**src/rtl/div3_arbiter.sv**
```systemverilog
// Two-requester round-robin arbiter feeding a shared
// digit-serial divisible-by-3 checker.
module div3_arbiter (
  input  logic       clk,
  input  logic       reset,
  input  logic       a_valid,
  input  logic [3:0] a_digit,
  input  logic       a_last,
  output logic       a_ready,
  input  logic       b_valid,
  input  logic [3:0] b_digit,
  input  logic       b_last,
  output logic       b_ready,
  output logic       res_valid,
  output logic       res_div,
  output logic       res_src,
  input  logic       res_ready
);

  typedef enum logic [1:0] {
    IDLE,
    RUN_A,
    RUN_B,
    RESULT
  } state_t;

  state_t     state;
  logic [1:0] r;
  logic       ptr;

  logic [3:0] digit;
  logic       last;
  logic       xfer;
  logic [4:0] sum;
  logic [4:0] s;
  logic [1:0] r_nxt;

  // owner's digit and the folded (r + digit) mod 3
  always_comb begin
    digit = a_digit;
    last  = a_last;
    if (state == RUN_B) begin
      digit = b_digit;
      last  = b_last;
    end
    xfer = (a_valid && a_ready) || (b_valid && b_ready);
    sum  = {3'd0, r} + {1'b0, digit};
    s    = sum;
    if (s >= 5'd9) s = s - 5'd9;
    if (s >= 5'd6) s = s - 5'd6;
    if (s >= 5'd3) s = s - 5'd3;
    r_nxt = (s == 5'd1) ? 2'd1 :
            (s == 5'd2) ? 2'd2 : 2'd0;
  end

  // arbitration FSM with registered handshake/result outputs
  always_ff @(posedge clk) begin
    if (reset) begin
      state     <= IDLE;
      r         <= 2'd0;
      ptr       <= 1'b0;
      a_ready   <= 1'b0;
      b_ready   <= 1'b0;
      res_valid <= 1'b0;
      res_div   <= 1'b0;
      res_src   <= 1'b0;
    end else begin
      case (state)
        IDLE: begin
          if (a_valid && (!b_valid || !ptr)) begin
            state   <= RUN_A;
            a_ready <= 1'b1;
          end else if (b_valid) begin
            state   <= RUN_B;
            b_ready <= 1'b1;
          end
        end
        RUN_A, RUN_B: begin
          if (xfer) begin
            r <= r_nxt;
            if (last) begin
              state     <= RESULT;
              a_ready   <= 1'b0;
              b_ready   <= 1'b0;
              res_valid <= 1'b1;
              res_div   <= (r_nxt == 2'd0);
              res_src   <= (state == RUN_B);
            end
          end
        end
        RESULT: begin
          if (res_ready) begin
            state     <= IDLE;
            res_valid <= 1'b0;
            r         <= 2'd0;
            ptr       <= ~res_src;
          end
        end
        default: state <= IDLE;
      endcase
    end
  end

endmodule

```
**config.mk**
```make
export PLATFORM = sky130hd
export DESIGN_NAME = div3_arbiter
export DESIGN_NICKNAME = d
export VERILOG_FILES = /design/src/rtl/div3_arbiter.sv
export SDC_FILE = /design/constraint.sdc
export NUM_CORES = 1
export LEC_CHECK = 0
export CORE_UTILIZATION = 55
export CTS_CLUSTER_SIZE = 20
export DETAILED_ROUTE_END_ITERATION = 10
export HOLD_SLACK_MARGIN = 0.15
export MAX_ROUTING_LAYER = met4
export PLACE_DENSITY = 0.79
export SYNTH_ARGS = -nofsm -noshare
export SYNTH_HDL_FRONTEND = slang
export SYNTH_SLANG_ARGS = --single-unit
export TNS_END_PERCENT = 10
```
**constraint.sdc**
```tcl
create_clock -name clk -period 13.4 [get_ports clk]
set_input_delay 4.02 -clock clk [delete_from_list [all_inputs] [get_ports clk]]
set_output_delay 4.02 -clock clk [all_outputs]
set_load 0.01 [all_outputs]
```
Word-level counts from Yosys, hierarchy flattened
Cells that the tools add are included.
{ "op_classes": {"n_addsub": 4, "mul": 0, "div_mod_pow": 0, "order_cmp": 3, "eq_ne": 12, "shifts": 0, "muxes": 26, "n_bitwise": 1, "n_reduce_logical": 19} }
{ "ops": {"columns": ["op", "n"], "rows": [
  ["$mux 2", 8],
  ["$mux 5", 3],
  ["$ne 2x2->1 const B", 6],
  ["$reduce_and 4->1", 3],
  ["$mux 1", 9],
  ["$pmux 1 s2", 3],
  ["$pmux 2 s3", 1],
  ["$reduce_and 3->1", 2],
  ["$add 2x4->5", 1],
  ["$eq 5x1->1 const B", 1],
  ["$eq 5x2->1 const B", 1],
  ["$ge 5x2->1 const B", 1],
  ["$ge 5x3->1 const B", 1],
  ["$ge 5x4->1 const B", 1],
  ["$reduce_and 5->1", 1],
  ["$sub 5x2->5 const B", 1],
  ["$sub 5x3->5 const B", 1],
  ["$sub 5x4->5 const B", 1],
  ["$eq 2x2->1 const B", 2],
  ["$logic_not 2->1", 2],
  ["$mux 4", 1],
  ["$pmux 2 s2", 1],
  ["$reduce_bool 2->1", 2],
  ["$logic_and 1x1->1", 3],
  ["other kinds (7)", 9]
]} }
{ "totals": {"register_bits": 10, "latch_bits": 0, "mem_bits_rw": 0, "romBits": 0, "input_bits": 15, "output_inout_bits": 5, "word_cells": 73, "mem_count": 0} }

Depth between registers and ports, before layout
{ "depth": {"depth_word": 14, "mapped_depth": 21, "depth_no_buf": 20} }

Least setup slack after synthesis
No wires, ideal clock.
{ "synth_path": {"kind": "input -> register", "start": "in b_digit[0]", "end": "reg r[1]", "setup_time_ns": 0.117, "arrival_time_ns": 7.281, "required_ns": 13.283, "slack_ns": 6.001, "path_stages": 18, "n_path_buf": 0, "cell_sequence": "mux2_2 -> ha_1 -> inv_1 -> fa_1 -> ha_1 -> nor3b_1 -> nor3_1 -> mux2i_1 -> nor2_2 -> nor2_1 -> mux2_2 -> inv_1 -> ha_1 -> nand2b_1 -> a211oi_2 -> o32a_1 -> inv_1 -> a32o_1"} }
{ "synth_between": {"elab_chain_len": 13, "word_cells_on_any_way": 17, "classes_between": "4 x add/sub; 3 x order compare; 2 x eq/ne; 8 x mux"} }
{ "synth_lines": {"columns": ["item", "line_no", "source"], "rows": [
  ["start: declaration", "11", "input logic [3:0] b_digit,"],
  ["$mux 4 *", "42", "if (state == RUN_B) begin"],
  ["$add 2x4->5 *", "47", "sum = {3'd0, r} + {1'b0, digit};"],
  ["$sub 5x4->5 or $ge 5x4->1 (tied branches)", "49", "if (s >= 5'd9) s = s - 5'd9;"],
  ["$mux 5 *", "49", null],
  ["$sub 5x3->5 or $ge 5x3->1 (tied branches)", "50", "if (s >= 5'd6) s = s - 5'd6;"],
  ["$mux 5 *", "50", null],
  ["$sub 5x2->5 or $ge 5x2->1 (tied branches)", "51", "if (s >= 5'd3) s = s - 5'd3;"],
  ["$mux 5 *", "51", null],
  ["$eq 5x2->1", "53", "(s == 5'd2) ? 2'd2 : 2'd0;"],
  ["$mux 2", "53", null],
  ["$mux 2 *", "52", "r_nxt = (s == 5'd1) ? 2'd1 :"],
  ["$mux 2 *", "79", "if (xfer) begin"],
  ["$pmux 2 s2 *", "68", "case (state)"],
  ["end signal: assignment", "80", "r <= r_nxt;"],
  ["end: declaration", "28", "logic [1:0] r;"]
]} }
Mark *: on every way between the ends. The rest lies on a longest branch, timed or not. The select of a mux whose other input is x is not followed.
A chain may end at the register's enable or synchronous reset.

Worst setup path in the final report
{ "layout_path": {"start": "in a_digit[0]", "end": "reg r[1]"} }
{ "layout_between": {"elab_chain_len": 13, "word_cells_on_any_way": 17, "classes_between": "4 x add/sub; 3 x order compare; 2 x eq/ne; 8 x mux"} }
{ "layout_lines": {"columns": ["item", "line_no", "source"], "rows": [
  ["start: declaration", "7", "input logic [3:0] a_digit,"],
  ["$mux 4 *", "42", null],
  ["$add 2x4->5 *", "47", null],
  ["$sub 5x4->5 or $ge 5x4->1 (tied branches)", "49", null],
  ["$mux 5 *", "49", null],
  ["$sub 5x3->5 or $ge 5x3->1 (tied branches)", "50", null],
  ["$mux 5 *", "50", null],
  ["$sub 5x2->5 or $ge 5x2->1 (tied branches)", "51", null],
  ["$mux 5 *", "51", null],
  ["$eq 5x2->1", "53", null],
  ["$mux 2", "53", null],
  ["$mux 2 *", "52", null],
  ["$mux 2 *", "79", null],
  ["$pmux 2 s2 *", "68", null]
]} }
Marked as above.

==> impl_metrics.py <==
metrics = {
    "pwr": {
        "cellLeakagePower_nw": 0.5952,
        "power-per-cell-area_mw_per_mm2": 293.9,
        "vdd_ir_drop_max_v": 0.0002290,
    },
    "detailed_routing": {
        "routed_wl_um": 2984,
        "drt_iter0_drc": 31,
        "detail_route.first_pass.iterations": 4,
        "routed-via-count": 1259,
        "drc": 0,
        "drt-wirelength-per-cell_um": 14.63,
        "antenna_left": 0,
        "via_per_inst": 6.172,
    },
    "cells_and_area": {
        "antenna-diode-count": 0,
        "final_area_mm2": 0.001533,
        "area.growth.synth_to_final_pct": 18.70,
        "fin_nets": 201,
        "layout-drive-gt1-share_pct": 17.05,
    },
    "synth": {
        "netlist-cell-type-count": 60,
        "synth_fp_nets": 180,
        "seq_area_frac_synth_pct": 15.50,
        "number_of_synthesized_flops_with_an_enable_pin": 0,
        "synth.avg_cell_area_um2": 8.277,
        "synthCells": 156,
        "postSynthRegisterBits": 10,
        "yosys_most_used_dff": "sky130_fd_sc_hd__dfxtp_1",
        "synthArstFlopShare_pct": 0,
        "post_synth_instance_area_mm2": 0.001291,
        "ys.warnings.count": 0,
    },
    "floorplan": {
        "fp.dieArea_mm2": 0.002546,
        "die_w_um": 50.46,
        "floorplan.rows": 17,
        "dieHeight_um": 50.46,
        "initial_utilization_pct": 58.37,
        "boundaryPins": 20,
        "placeableCoreArea_mm2": 0.002212,
    },
    "clocking": {
        "clock_tree_from_tritoncts": "built",
        "clk-insertion-delay-late_ns": 0.27,
        "clock-root-buffer": "sky130_fd_sc_hd__clkbuf_4",
        "buffer_depth_of_the_longest_clock_path": 2,
        "clkSinkCount": 10,
        "cts_made_buffers": 3,
        "cts_hold_buffers": 0,
        "clkSlewWorstSetupHoldPaths_ns": 0.07,
        "postCtsSetupRepairBufs": 0,
        "cts_repair_resize_count": 0,
        "cts_max_level": 1,
    },
    "global_routing": {
        "grt_antenna_before_repair": 0,
        "pin_count_of_the_biggest_net_entering_global_routing": 11,
        "global_route_wire_length_before_repair_um": 4912,
        "grt_util_all_layers_pct": 25.76,
        "first_global_vias": 1137,
        "met1_usage_pct": 32.90,
        "gr-usage-met2_pct": 41.56,
        "total_congestion_overflow": 0,
        "global_route.usage.met3_pct": 5.455,
        "grt.busiest_layer": "met2",
    },
    "sta": {
        "pin_slew_with_the_least_headroom_to_its_limit_ns": 0.5185,
        "layout_min_cycle_time_ns": 7.872,
        "fmaxAchievable_mhz": 127.0,
        "clock_skew_ns": 0.004520,
        "timing.final.setup_violations": 0,
        "grt_setup_unrepaired": "no",
        "timing.setup.tns_ns": 0,
        "slew_violations": 0,
        "post-route-worst-setup-slack_ns": 5.528,
        "final_min_period_over_clock_period_pct": 58.75,
        "hold_violations": 0,
        "max-slew-margin-rel_pct": 65.36,
    },
    "placed_design": {
        "placed_area_mm2": 0.001496,
        "buffer_ports.inserted": 19,
        "place_ws_ns": 5.239,
        "dp_hpwl_um": 2372,
        "place_congestion": 0.9429,
    },
    "run_status": {
        "outcome": "finished clean",
    },
    "setup_path": {
        "critical_path_buf_inv_count": 4,
        "worstSetupEndpointType": "flip-flop",
        "cell_chain_critical_path": "clkdlybuf4s50_1 -> mux2_2 -> ha_1 -> inv_1 -> fa_1 -> ha_1 -> nor3b_1 -> nor3_1 -> mux2i_1 -> nor2_2 -> nor2_1 -> mux2_2 -> inv_1 -> ha_1 -> nand2b_1 -> a211oi_2 -> o32a_1 -> inv_1 -> a32o_1",
        "timing.critical_path.fanout_max": 8,
        "critical_path.top_delay_family": "adder cells",
        "critical_path_type": "in2reg",
        "worst_ep_arrival_time_ns": 8.04,
        "startpoint_type": "input pin",
        "critical-path-max-stage-delay_ns": 0.54,
        "cp_slowest_cell": "sky130_fd_sc_hd__fa_1",
        "worst_endpoint_required_time_ns": 13.56,
    },
    "worst_hold_path": {
        "timing.hold.worst.class": "reg2reg",
    },
    "run": {
        "maxCapViolations": 0,
    },
}
-- power breakdown --
part	total [mW]	leakage (nW)	switching, mW	internal (mW)
clock network	0.0279	0.0210	0.0114	0.0165
logic	0.375	0.492	0.211	0.164
registers	0.0473	0.0818	0.00767	0.0396
total	0.450	0.595	0.230	0.220
-- worst paths after layout --
check	start	to	slack (ns)	cells past startpoint
min	res_src	ptr	0.49	1
min reg2reg	res_src	ptr	0.49	1
max reg2reg	state[0]	r[1]	8.67	20
max	a_digit[0]	r[1]	5.53	19
-- cell type report --
cell class / count / area [um^2]
clock buffers: 4 / 36.28
fillers: 196 / 679.4
inverters: 11 / 41.29
multi-input cells: 132 / 1030
flip-flops and latches: 10 / 200.2
well taps: 28 / 35.03
repair buffers: 19 / 190.2
-- stage by stage --
stage | std cells | total power [mW] | utilization (%) | hold WS, ns
final | 204 | 0.4505 | 69.29 | 0.4901
after global routing | 204 | 0.4959 | 69.29 | 0.5198
after CTS | 204 | 0.4505 | 69.29 | 0.4912
after detailed placement | 200 | 0.4194 | 67.65 | 0.4813
after global placement | 200 | 0.4081 | 67.65 | 0.4770
after floorplan | 156 | 0.3535 | - | 0.4484
-- synth_stat cells, types with 2 or more instances --
cell type	n	share of area, %
sky130_fd_sc_hd__a21oi_1	13	5.0
sky130_fd_sc_hd__a21oi_2	2	1.4
sky130_fd_sc_hd__a22oi_1	2	1.2
sky130_fd_sc_hd__a31oi_1	3	1.5
sky130_fd_sc_hd__a32o_1	2	1.6
sky130_fd_sc_hd__dfxtp_1	10	16
sky130_fd_sc_hd__ha_1	8	7.8
sky130_fd_sc_hd__inv_1	11	3.2
sky130_fd_sc_hd__mux2_2	4	3.5
sky130_fd_sc_hd__mux2i_1	5	3.9
sky130_fd_sc_hd__nand2_1	12	3.5
sky130_fd_sc_hd__nand2b_1	7	3.4
sky130_fd_sc_hd__nand3_1	4	1.6
sky130_fd_sc_hd__nor2_1	14	4.1
sky130_fd_sc_hd__nor3_1	4	1.6
sky130_fd_sc_hd__nor3b_1	2	1.2
sky130_fd_sc_hd__nor4_1	2	0.97
sky130_fd_sc_hd__o2111ai_1	2	1.4
sky130_fd_sc_hd__o21ai_0	4	1.6
sky130_fd_sc_hd__o21ai_1	2	0.78
sky130_fd_sc_hd__o221ai_2	2	2.3
sky130_fd_sc_hd__or2_2	2	0.97
sky130_fd_sc_hd__xnor2_2	2	2.5
-- cell usage in the layout (no fill, tap or decap), types with 4 or more instances in the layout --
cell type and count:
sky130_fd_sc_hd__nor3_1 4, sky130_fd_sc_hd__nand2b_1 7, sky130_fd_sc_hd__clkdlybuf4s50_1 19, sky130_fd_sc_hd__a21oi_1 13, sky130_fd_sc_hd__mux2_2 4, sky130_fd_sc_hd__dfxtp_1 10, sky130_fd_sc_hd__inv_1 11, sky130_fd_sc_hd__ha_1 8
sky130_fd_sc_hd__mux2i_1 5, sky130_fd_sc_hd__nor2_1 14, sky130_fd_sc_hd__nand2_1 12, sky130_fd_sc_hd__o21ai_0 4, sky130_fd_sc_hd__nand3_1 4
-- layer usage --
layer	share of wire, %	vias up
li1	-	628
met1	48	585
met2	47	38
met3	4.1	8
met4	1.2	0
met5	0	-
-- cells by family after synthesis --
logic type	after synthesis	share of synthesized area, %
muxes	12	11.14
buffers and inverters	14	4.747
DFF	10	15.50
AOI/OAI and AO/OA	52	32.66
xor gates and xnor gates	4	3.876
adders and majority gates	9	9.303
and+or+nand+nor	55	22.77
-- flip-flops by register name, summed over array words and instances (netlist names) --
register   cells
r              2
res_div        1
a_ready        1
res_src        1
state          2
b_ready        1
ptr            1
res_valid      1
No activity file was read; power rests on OpenSTA's default activity.
